File: config.mk
export PLATFORM = sky130hd
export DESIGN_NAME = object_renderer
export DESIGN_NICKNAME = d
export VERILOG_FILES = /design/src/rtl/object_renderer.sv
export SDC_FILE = /design/constraint.sdc
export NUM_CORES = 1
export LEC_CHECK = 0
export CAP_MARGIN = 20
export CORE_ASPECT_RATIO = 0.75
export CORE_MARGIN = 3
export CORE_UTILIZATION = 54
export DETAILED_ROUTE_END_ITERATION = 7
export GPL_TIMING_DRIVEN = 1
export PLACE_DENSITY = 0.91
export SYNTH_ARGS = -nofsm -noshare
export SYNTH_HDL_FRONTEND = slang
export SYNTH_SLANG_ARGS = --single-unit
File: constraint.sdc
create_clock -name clk -period 6.72 [get_ports clk]
set_input_delay 1.344 -clock clk [delete_from_list [all_inputs] [get_ports clk]]
set_output_delay 1.344 -clock clk [all_outputs]
set_load 0.01 [all_outputs]
File: src/rtl/object_renderer.sv
// Raster pixel walker for the draw sequencer: erases the screen or draws one sprite,
// presenting one VGA pixel per cycle and pulsing a completion flag on the last pixel.
module object_renderer #(
  parameter int SCREEN_W = 160,
  parameter int SCREEN_H = 120,
  parameter int PLAYER_W = 8,
  parameter int PLAYER_H = 8,
  parameter int ENEMY_W  = 8,
  parameter int ENEMY_H  = 8,
  parameter int BULLET_W = 1,
  parameter int BULLET_H = 4
) (
  input  logic        clk,
  input  logic        reset,
  input  logic [3:0]  objectToDraw,
  input  logic        inEraseState,
  input  logic [7:0]  playerX,
  input  logic [6:0]  playerY,
  input  logic [7:0]  bulletX,
  input  logic [6:0]  bulletY,
  input  logic        bulletActive,
  input  logic [31:0] enemyX,
  input  logic [27:0] enemyY,
  input  logic [3:0]  enemyAlive,
  output logic [7:0]  x,
  output logic [6:0]  y,
  output logic [2:0]  colour,
  output logic        plot,
  output logic        doneDrawing,
  output logic        doneErasing
);

  typedef enum logic [1:0] {IDLE, LOAD, DRAW, HOLD} state_t;

  // Erase is encoded above the 4-bit sprite codes so it can never alias one.
  localparam logic [4:0] CODE_ERASE = 5'h10;

  state_t      state_q, state_d;
  logic [4:0]  code_q, code_d;
  logic        skip_q, skip_d;
  logic [7:0]  bx_q, bx_d, w_q, w_d, cx_q, cx_d;
  logic [6:0]  by_q, by_d, h_q, h_d, cy_q, cy_d;
  logic [2:0]  col_q, col_d;
  logic [7:0]  x_q, x_d;
  logic [6:0]  y_q, y_d;
  logic [2:0]  colour_q, colour_d;
  logic        plot_q, plot_d, dd_q, dd_d, de_q, de_d;

  logic [4:0]  req_code;
  logic [7:0]  sel_x, sel_w;
  logic [6:0]  sel_y, sel_h;
  logic [2:0]  sel_col;
  logic        sel_skip;
  logic [1:0]  en_idx;
  logic        last;
  logic        present;
  logic [7:0]  pcx;
  logic [6:0]  pcy;
  logic [8:0]  xs;
  logic [7:0]  ys;
  logic        pix_last;

  logic [7:0]  enemy_x_arr [4];
  logic [6:0]  enemy_y_arr [4];

  genvar gi;
  generate
    for (gi = 0; gi < 4; gi++) begin : g_enemy
      assign enemy_x_arr[gi] = enemyX[8*gi +: 8];
      assign enemy_y_arr[gi] = enemyY[7*gi +: 7];
    end
  endgenerate

  assign req_code = inEraseState ? CODE_ERASE : {1'b0, objectToDraw};
  assign en_idx   = objectToDraw[1:0] - 2'd2;
  assign last     = (cx_q == w_q - 8'd1) && (cy_q == h_q - 7'd1);

  always_comb begin
    sel_x    = '0;
    sel_y    = '0;
    sel_w    = 8'd1;
    sel_h    = 7'd1;
    sel_col  = 3'b000;
    sel_skip = 1'b1;
    if (inEraseState) begin
      sel_w    = 8'(SCREEN_W);
      sel_h    = 7'(SCREEN_H);
      sel_skip = 1'b0;
    end else begin
      case (objectToDraw)
        4'd1: begin
          sel_x = playerX;  sel_y = playerY;
          sel_w = 8'(PLAYER_W); sel_h = 7'(PLAYER_H);
          sel_col = 3'b010; sel_skip = 1'b0;
        end
        4'd2, 4'd3, 4'd4, 4'd5: begin
          sel_x = enemy_x_arr[en_idx]; sel_y = enemy_y_arr[en_idx];
          sel_w = 8'(ENEMY_W); sel_h = 7'(ENEMY_H);
          sel_col = 3'b100; sel_skip = ~enemyAlive[en_idx];
        end
        4'd6: begin
          sel_x = bulletX;  sel_y = bulletY;
          sel_w = 8'(BULLET_W); sel_h = 7'(BULLET_H);
          sel_col = 3'b110; sel_skip = ~bulletActive;
        end
        default: sel_skip = 1'b1;
      endcase
    end
  end

  always_ff @(posedge clk or posedge reset) begin
    if (reset) begin
      state_q  <= IDLE;
      code_q   <= '0;
      skip_q   <= 1'b0;
      bx_q     <= '0;
      by_q     <= '0;
      w_q      <= 8'd1;
      h_q      <= 7'd1;
      col_q    <= '0;
      cx_q     <= '0;
      cy_q     <= '0;
      x_q      <= '0;
      y_q      <= '0;
      colour_q <= '0;
      plot_q   <= 1'b0;
      dd_q     <= 1'b0;
      de_q     <= 1'b0;
    end else begin
      state_q  <= state_d;
      code_q   <= code_d;
      skip_q   <= skip_d;
      bx_q     <= bx_d;
      by_q     <= by_d;
      w_q      <= w_d;
      h_q      <= h_d;
      col_q    <= col_d;
      cx_q     <= cx_d;
      cy_q     <= cy_d;
      x_q      <= x_d;
      y_q      <= y_d;
      colour_q <= colour_d;
      plot_q   <= plot_d;
      dd_q     <= dd_d;
      de_q     <= de_d;
    end
  end

  always_comb begin
    state_d = state_q;
    case (state_q)
      IDLE: if (req_code != 5'd0) state_d = LOAD;
      LOAD: state_d = skip_q ? HOLD : DRAW;
      DRAW: if (last) state_d = HOLD;
      HOLD: if (req_code != code_q) state_d = IDLE;
      default: state_d = IDLE;
    endcase
  end

  // Outputs are registered, so each cycle computes the pixel shown in the next one.
  always_comb begin
    code_d   = code_q;
    skip_d   = skip_q;
    bx_d     = bx_q;
    by_d     = by_q;
    w_d      = w_q;
    h_d      = h_q;
    col_d    = col_q;
    cx_d     = cx_q;
    cy_d     = cy_q;
    x_d      = '0;
    y_d      = '0;
    colour_d = '0;
    plot_d   = 1'b0;
    dd_d     = 1'b0;
    de_d     = 1'b0;
    present  = 1'b0;
    pcx      = '0;
    pcy      = '0;
    case (state_q)
      IDLE: begin
        if (req_code != 5'd0) begin
          code_d = req_code;
          skip_d = sel_skip;
          bx_d   = sel_x;
          by_d   = sel_y;
          w_d    = sel_w;
          h_d    = sel_h;
          col_d  = sel_col;
          dd_d   = sel_skip;
        end
      end
      LOAD: begin
        cx_d = '0;
        cy_d = '0;
        present = ~skip_q;
      end
      DRAW: begin
        if (!last) begin
          if (cx_q == w_q - 8'd1) begin
            cx_d = '0;
            cy_d = cy_q + 7'd1;
          end else begin
            cx_d = cx_q + 8'd1;
          end
          pcx = cx_d;
          pcy = cy_d;
          present = 1'b1;
        end
      end
      default: ;
    endcase
    xs       = {1'b0, bx_q} + {1'b0, pcx};
    ys       = {1'b0, by_q} + {1'b0, pcy};
    pix_last = (pcx == w_q - 8'd1) && (pcy == h_q - 7'd1);
    if (present) begin
      x_d      = xs[7:0];
      y_d      = ys[6:0];
      colour_d = col_q;
      plot_d   = (xs < 9'(SCREEN_W)) && (ys < 8'(SCREEN_H));
      dd_d     = pix_last && (code_q != CODE_ERASE);
      de_d     = pix_last && (code_q == CODE_ERASE);
    end
  end

  assign x           = x_q;
  assign y           = y_q;
  assign colour      = colour_q;
  assign plot        = plot_q;
  assign doneDrawing = dd_q;
  assign doneErasing = de_q;

endmodule

After elaboration in Yosys (flattened, before gate mapping)

Index checks and enable logic that the tools add are counted.

Register bits after elaboration: 77
Bits of input ports: 102
Output and inout bits: 21
Word-level logic and storage cells: 110

Add/sub/neg operators: 7
Magnitude comparators: 4
Equality and inequality tests: 20
Multiplexer cells: 46
Bitwise logic cells: 4
Reductions and logical operators: 13

Operators by type and width:

| cell                | count |
|---|---|
| $mux 8              | 9 |
| $mux 7              | 9 |
| $pmux 8 s3          | 1 |
| $pmux 7 s3          | 1 |
| $bmux 8 s2          | 1 |
| $eq 8x8->1          | 2 |
| $pmux 8 s2          | 1 |
| $bmux 7 s2          | 1 |
| $eq 7x7->1          | 2 |
| $pmux 7 s2          | 1 |
| $eq 4x3->1 const B  | 3 |
| $add 8x8->9         | 1 |
| $lt 9x8->1 const B  | 1 |
| $mux 1              | 9 |
| $pmux 3 s3          | 1 |
| $add 7x7->8         | 1 |
| $add 8x1->8 const B | 1 |
| $eq 4x2->1 const B  | 2 |
| $lt 8x7->1 const B  | 1 |
| $ne 2x2->1 const B  | 4 |
| $pmux 2 s4          | 1 |
| $pmux 4 s2          | 1 |
| $sub 8x1->8 const B | 1 |
| $add 7x1->7 const B | 1 |
| 27 further kinds    | 38 |

Logic depth before layout (Yosys ltp)

Gate-level depths: netlist of run 1.

Depth in word-level cells: 9
Mapped depth: 22
Depth with buffers taken out: 19

Worst setup path after synthesis of run 1

OpenSTA, ideal clock, no wires.

Kind: register to register
Start point: register w_q[0]
End point: register plot_q, in the netlist plot
Setup time: 125 ps
Arrival time: 4243 ps
Required time: 6595 ps
Slack: 2351 ps
Cell stages (with the launch flop): 16
Buffers on the path: 2
Period minus slack after synthesis: 4369 ps
Path through: dfstp_2 > buf_2 > or4b_1 > a221o_1 > o41ai_2 > clkbuf_1 > nor2_1 > ha_1 > fa_1 > a21o_1 > a21oi_1 > o21bai_1 > a21oi_1 > xor2_1 > nand2_1 > a2111oi_0

Longest elaborated chain between the ends: 9
Elaborated cells between the ends (all ways): 17
Classes of those cells: add/sub (3); order compare (2); eq/ne (1); mux (9); reduce/logical (2)

Ends and longest elaborated chain:

| what                                       | RTL line | RTL |
|---|---|---|
| start, declared                            | 41       | `logic [7:0] bx_q, bx_d, w_q, w_d, cx_q, cx_d;` |
| start signal, assigned                     | 135      | `w_q <= w_d;` |
| $sub 8x1->8 (*)                            | 76, 200  |  |
| $eq 8x8->1 (*)                             | 76, 200  |  |
| $mux 8, or another cell as far along       | 200      | `if (cx_q == w_q - 8'd1) begin` |
| $mux 8 or $mux 7 (tied branches)           | 199      | `if (!last) begin` |
| $mux 8 or $mux 7 (tied branches)           | 180      | `case (state_q)` |
| $add 8x8->9 or $add 7x7->8 (tied branches) | 213, 214 |  |
| $lt 9x8->1 or $lt 8x7->1 (tied branches)   | 220      | `plot_d = (xs < 9'(SCREEN_W)) && (ys < 8'(SCREEN_H));` |
| $logic_and 1x1->1                          | 220      |  |
| $mux 1 (*)                                 | 216      | `if (present) begin` |
| net plot_d                                 | 47       | `logic plot_q, plot_d, dd_q, dd_d, de_q, de_d;` |
| end signal, assigned                       | 143      | `plot_q <= plot_d;` |
| end, declared                              | 47       |  |

The timed path passes the listed nets; every way through them passes the cells marked *.
A chain may end at the register's enable or synchronous reset.

Worst setup path after layout of run 1

Same ends and word-level chain as after synthesis.

==> results of run 1 <==
## cell families (layout without fill, tap and decap cells)
family          after synthesis  count (layout)  share of synthesized area, %
mux                          20              20                          8.61
fa+ha+maj                    26              26                          7.19
other cells                   1               1                        0.0792
xor+xnor                     24              24                          5.02
buf+inv                      58             171                          4.89
simple gates                195             195                          20.6
flops                        65              65                          34.4
compound gates              130             130                          19.3
## synthesized netlist by cell type, types with 3 or more instances
cell type,number,area (um^2)
nor2_1,39,146
or2_2,6,37.5
o22ai_1,3,18.8
and2_1,6,37.5
nor2b_1,13,81.3
a21o_1,14,105
a21oi_1,22,110
xor2_1,10,87.6
buf_1,3,11.3
nand2_1,58,218
xnor2_1,12,105
nand3_1,20,100
nor4_1,11,68.8
nand2b_1,9,56.3
mux4_2,16,360
nor3b_1,4,30.0
nand4b_1,3,26.3
inv_1,24,90.1
or3_1,4,25.0
a2111oi_0,3,26.3
o21ai_0,37,185
ha_1,24,300
dfrtp_1,63,1580
a222oi_1,10,100
o21bai_1,7,52.6
a221o_1,4,40.0
a221oi_1,5,43.8
clkbuf_1,25,93.8
nor3_1,11,55.1
## worst reg2reg max path, cell delays in order, from the launching register on
cell	delay [ns]
dfstp_2	0.62
or4b_1	0.47
a221o_1	0.41
nor4_1	0.67
o21ai_0	0.19
a22o_1	0.30
and2_1	0.18
ha_1	0.31
nor2b_1	0.15
o21ai_0	0.14
nand2b_1	0.10
a21o_1	0.19
a21oi_1	0.19
xor2_1	0.21
nor4_1	0.07
a2111oi_0	0.27
## where the power goes
group / internal (mW) / total [mW] / switching, mW
Combinational: 0.376 / 0.871 / 0.495
Clock: 0.298 / 0.483 / 0.185
Sequential: 0.495 / 0.615 / 0.120
Total: 1.17 / 1.97 / 0.800
## sequential cells by signal, indices dropped and copies added, names as in the netlist, 2 cells and up
signal	flops
by_q	7
bx_q	8
state_q	2
x	8
y	7
col_q	2
h_q	3
w_q	3
colour	2
code_q	4
cx_q	8
cy_q	7
## routing by layer
| layer | up-vias | global-route usage, % | wire, um |
|---|---|---|---|
| li1 | 2108 | - | - |
| met1 | 2285 | 37.7 | 5710 |
| met2 | 359 | 56.3 | 7690 |
| met3 | 76 | 9.24 | 1610 |
| met4 | 0 | 14.9 | 835 |
| met5 | - | 0 | 0 |
## worst paths after layout
path / cells past startpoint / to / from / slack, ns
worst max register to register: 15 / plot / w_q[0] / 2.11
worst min register to register: 2 / col_q[1] / col_q[1] / 0.51
worst max-delay path: 15 / plot / w_q[0] / 2.11
min in group asynchronous: 3 / x[7] / reset / 1.57
worst min-delay path: 2 / col_q[1] / col_q[1] / 0.51
max in group asynchronous: 3 / cy_q[5] / reset / 4.59
## area by class of cell
class / instances / area [um^2]
timing repair buffer: 129 / 1270
clock buffer: 10 / 239
tap: 105 / 131
inverter: 26 / 97.6
fill: 511 / 1890
clock inverter: 6 / 66.3
sequential: 65 / 1630
multi-input combinational: 396 / 2880
==> metrics.cfg, run 1 <==
[finish]
nNetsFinal = 755
drive_gt1_share_pct = 9.18
fin_util_pct = 76.9
fin_cells = 737
final_cell_mix = clkdlybuf4s50_1 (121), dfrtp_1 (63), nand2_1 (58)
final_area_mm2 = 0.00631
area.growth.synth_to_final_pct = 33.2
diodes = 0
final_common_cell = clkdlybuf4s50_1

[timing]
min_period_ns = 4.61
rsz0062_at_grt = no
worst_pin_slew_ns = 0.990
timing.final.ws_setup_ns = 2.11
report.final.hold_viol_count = 0
clock_skew_ns = 0.00809
setup_violations = 0
holdWs_ns = 0.513
relSlewSlack_pct = 33.8
final.period_utilization_pct = 68.7
max_freq_ghz = 0.217
tns_ns = 0
final-max-slew-violation-count = 0

[worst_setup_path]
slowest_stage = nor4_1
cp-end-kind = flop
critPathLaunchType = flop
worst-path-max-fanout = 10
critPathKind = flop to flop
slowest_delay_ns = 0.67
arrival_ns = 4.82
cp_num_buf_inv = 0
path_cells = or4b_1 > a221o_1 > nor4_1 > o21ai_0 > a22o_1 > and2_1 > ha_1 > nor2b_1 > o21ai_0 > nand2b_1 > a21o_1 > a21oi_1 > xor2_1 > nor4_1 > a2111oi_0
crit_required_ns = 6.93
crit_family = compound AO/OA/AOI/OAI gates

[placed_design]
place_congestion = 0.915
dp_slack_ns = 2.17
dp_hpwl_um = 12000
placed_cells = 719
placedInstanceArea_mm2 = 0.00599
port_buffers = 121

[flow_run]
maxCapViolations = 0

[detailed_routing]
detailedRoute.firstIterationViolations = 652
drc = 0
vias = 4828
ant_nets = 0
via_per_inst = 6.55
drt_pass1_iterations = 8
wirelength_um = 15800
wl_per_cell_um = 21.5

[die]
start_util_pct = 57.8
die_h_um = 87.1
die_w_um = 114
core_area_mm2 = 0.00820
die-area_mm2 = 0.00994
num_rows = 28
io_pins = 123

[clock_tree]
clk-insertion-delay-late_ns = 0.34
cts.sinks = 65
cts_max_path_buffers = 2
cts_setup_buffers = 0
cts_tree = built
cts.hold.buffers_added = 0
root_buffer = clkbuf_16
numCtsBuffers = 9
cts_max_level = 3
clk_pin_slew_ns = 0.05
ctsResizeCount = 0

[logic_synthesis]
ys_types = 70
synth_warnings = 0
ys.flop_type = dfrtp_1
syn-cell-area_mm2 = 0.00474
synth_seq_cells = 65
synth_nets = 647
yosysSeqAreaShare_pct = 34.4
netlist_instances = 519
synth_edf_count = 0
syn_area_per_cell_um2 = 9.12
synthArstFlopShare_pct = 100

[power_and_ir_drop]
power_mw = 1.97
power_leakage_nw = 2.76
vdd_ir_drop_max_mv = 0.194
power.density_mw_per_mm2 = 312

[global_routing]
grt_start_max_net_pins = 66
grt_pass1_wl_um = 24600
antenna_found_initial = 0
first_global_vias = 4740
grt.total_usage_pct = 32.5
grt_remaining_overflow = 0

[min_path]
hold_path.class = flop to flop

[status]
run_status = finished, final reports clean

Note: power is estimated with default switching activity, not from simulation.
==> run 2, diff against run 1 <==
Settings changed: CORE_UTILIZATION 54 to 45, PLACE_DENSITY 0.91 to 0.82.
Clock period 6.72 ns to 4 ns, I/O delays scaled along.
==> metrics.cfg, run 2 (synthesis gave the netlist of run 1 again) <==
[status]
run_status = finished, violations left  ; was finished, final reports clean
violations = negative setup slack

[global_routing]
grt.total_usage_pct = 26.9  ; was 32.5%
grt_remaining_overflow = 0  ; unchanged
first_global_vias = 4888  ; was 4740
grt_start_max_net_pins = 39  ; was 66
grt_pass1_wl_um = 24900  ; was 24600 um
antenna_found_initial = 1  ; was 0

[clock_tree]
root_buffer = clkbuf_16  ; unchanged
cts_max_path_buffers = 2  ; unchanged
cts.hold.buffers_added = 0  ; unchanged
cts_max_level = 3  ; unchanged
numCtsBuffers = 9  ; unchanged
clk-insertion-delay-late_ns = 0.34  ; about the same
cts.sinks = 65  ; unchanged
cts_tree = built  ; unchanged
clk_pin_slew_ns = 0.06  ; was 0.05 ns

[flow_run]
maxCapViolations = 0  ; unchanged

[finish]
final_common_cell = clkdlybuf4s50_1  ; unchanged
final_cell_mix = clkdlybuf4s50_1 (121), dfrtp_1 (63), nand2_1 (58)  ; unchanged
fin_util_pct = 69.2  ; was 76.9%
area.growth.synth_to_final_pct = 45.6  ; was 33.2%
fillCellCount = 748  ; was 511
nNetsFinal = 798  ; was 755
drive_gt1_share_pct = 19.3  ; was 9.18%

[min_path]
hold_path.class = flop to flop  ; unchanged

[timing]
rsz0062_at_grt = yes  ; was no
max_freq_ghz = 0.235  ; was 0.217 GHz
relSlewSlack_pct = 38.0  ; was 33.8%
min_period_ns = 4.26  ; was 4.61 ns
final-max-slew-violation-count = 0  ; unchanged
timing.final.ws_setup_ns = -0.264  ; was 2.11 ns
clock_skew_ns = 0.00640  ; was 0.00809 ns
holdWs_ns = 0.508  ; was 0.513 ns
setup_violations = 2  ; was 0
final.period_utilization_pct = 107  ; was 68.7%
report.final.hold_viol_count = 0  ; unchanged
worst_pin_slew_ns = 0.926  ; was 0.990 ns

[power_and_ir_drop]
power.density_mw_per_mm2 = 526  ; was 312 mW/mm^2
power_leakage_nw = 3.01  ; was 2.76 nW
vdd_ir_drop_max_mv = 0.321  ; was 0.194 mV

[detailed_routing]
vias = 4884  ; was 4828
detailedRoute.firstIterationViolations = 491  ; was 652
wl_per_cell_um = 19.6  ; was 21.5 um
via_per_inst = 6.04  ; was 6.55
drt_pass1_iterations = 6  ; was 8
ant_nets = 0  ; unchanged
drc = 0  ; unchanged
wirelength_um = 15800  ; about the same

[placed_design]
port_buffers = 121  ; unchanged
place_congestion = 0.975  ; was 0.915
dp_hpwl_um = 12000  ; about the same
dp_slack_ns = -0.127  ; was 2.17 ns

[worst_setup_path]
crit_required_ns = 4.23  ; was 6.93 ns
critPathKind = flop to flop  ; unchanged
arrival_ns = 4.49  ; was 4.82 ns
crit_top_cell = inv_2
slowest_delay_ns = 0.57  ; was 0.67 ns
crit_family = simple AND/OR/NAND/NOR gates  ; was compound AO/OA/AOI/OAI gates
critPathLaunchType = flop  ; unchanged
worst-path-max-fanout = 4  ; was 10
cp-end-kind = flop  ; unchanged
reg2reg_slack_ns = -0.26  ; was 2.11 ns
slowest_stage = or4_4  ; was nor4_1
path_cells = buf_6 > inv_2 > ha_4 > xnor2_1 > a221o_1 > or4_4 > nor3_2 > a21oi_1 > nor2_1 > ha_2 > inv_2 > fa_2 > nor2b_4 > o21ai_2 > nand2b_1 > a21o_1 > a21oi_2 > xor2_2 > nor4_4 > a2111oi_4  ; was or4b_1 > a221o_1 > nor4_1 > o21ai_0 > a22o_1 > and2_1 > ha_1 > nor2b_1 > o21ai_0 > nand2b_1 > a21o_1 > a21oi_1 > xor2_1 > nor4_1 > a2111oi_0
cp_num_buf_inv = 3  ; was 0

[die]
num_rows = 31  ; was 28
io_pins = 123  ; unchanged
start_util_pct = 47.5  ; was 57.8%
core_area_mm2 = 0.00997  ; was 0.00820 mm^2
die_h_um = 94.8  ; was 87.1 um
die_w_um = 124  ; was 114 um
die-area_mm2 = 0.0118  ; was 0.00994 mm^2

-- run 2: cell types whose count changed in the layout (fill, tap and decap cells not counted), sizes merged --
cell / before / now
clkinvlp: 3 / 1
diode: 0 / 1
clkbuf: 10 / 9
bufinv: 1 / 2
buf: 8 / 51
clkinv: 3 / 4
inv: 25 / 26
-- run 2: timing repair --
item                                    CTS  global route
gates resized for setup                  18            15
pin swaps                                13            22
endpoints found under the setup margin    1             4
hold endpoints to repair                  0             0
setup buffers                             8            10
-- run 2: layout make-up --
cell class,instances,area (um^2),share of cell area [%]
diodes,1,2.50,0.0363
clock buffers,9,225,3.27
clock inverters,7,101,1.47
inverters,26,97.6,1.42
multi-input cells,396,3070,44.5
flip-flops and latches,65,1630,23.6
well taps,132,165,2.40
repair buffers,172,1610,23.3
-- run 2: routing by layer --
layer	vias to the layer above	wire length [um]	track usage, %
met4	0	384	8.49
met2	302	7920	47.5
met5	-	0	0
met3	39	1340	7.74
met1	2338	6200	32.1
li1	2205	-	-
-- run 2: final timing paths --
kind | start | endpoint | cells after the start
worst max-delay path | w_q[0] | plot | 20
worst min-delay path | col_q[1] | colour[1] | 2
worst max register to register | w_q[0] | plot | 20
worst min register to register | col_q[1] | colour[1] | 2
max in group asynchronous | reset | h_q[0] | 3
min in group asynchronous | reset | cy_q[2] | 2
-- run 2: through the flow --
stage	total power [mW]	cells	TNS (ns)	area, um^2
detailed placement	2.59	773	-0.127	6270
CTS	3.54	797	-0.0112	6750
global placement	2.53	773	0	6270
global route	3.84	808	-0.770	6890
floorplan	1.99	519	0	4810
finish	3.63	808	-0.448	6890
-- run 2: where the power goes --
group / internal (mW) / switching, mW / total (mW)
Sequential: 0.831 / 0.166 / 0.997
Combinational: 0.806 / 0.954 / 1.76
Clock: 0.552 / 0.320 / 0.872
-- run 2: worst min-delay path, stage by stage (launching register included) --
cell and delay (ns):
dfrtp_1 0.38, inv_1 0.06, nor2_1 0.04
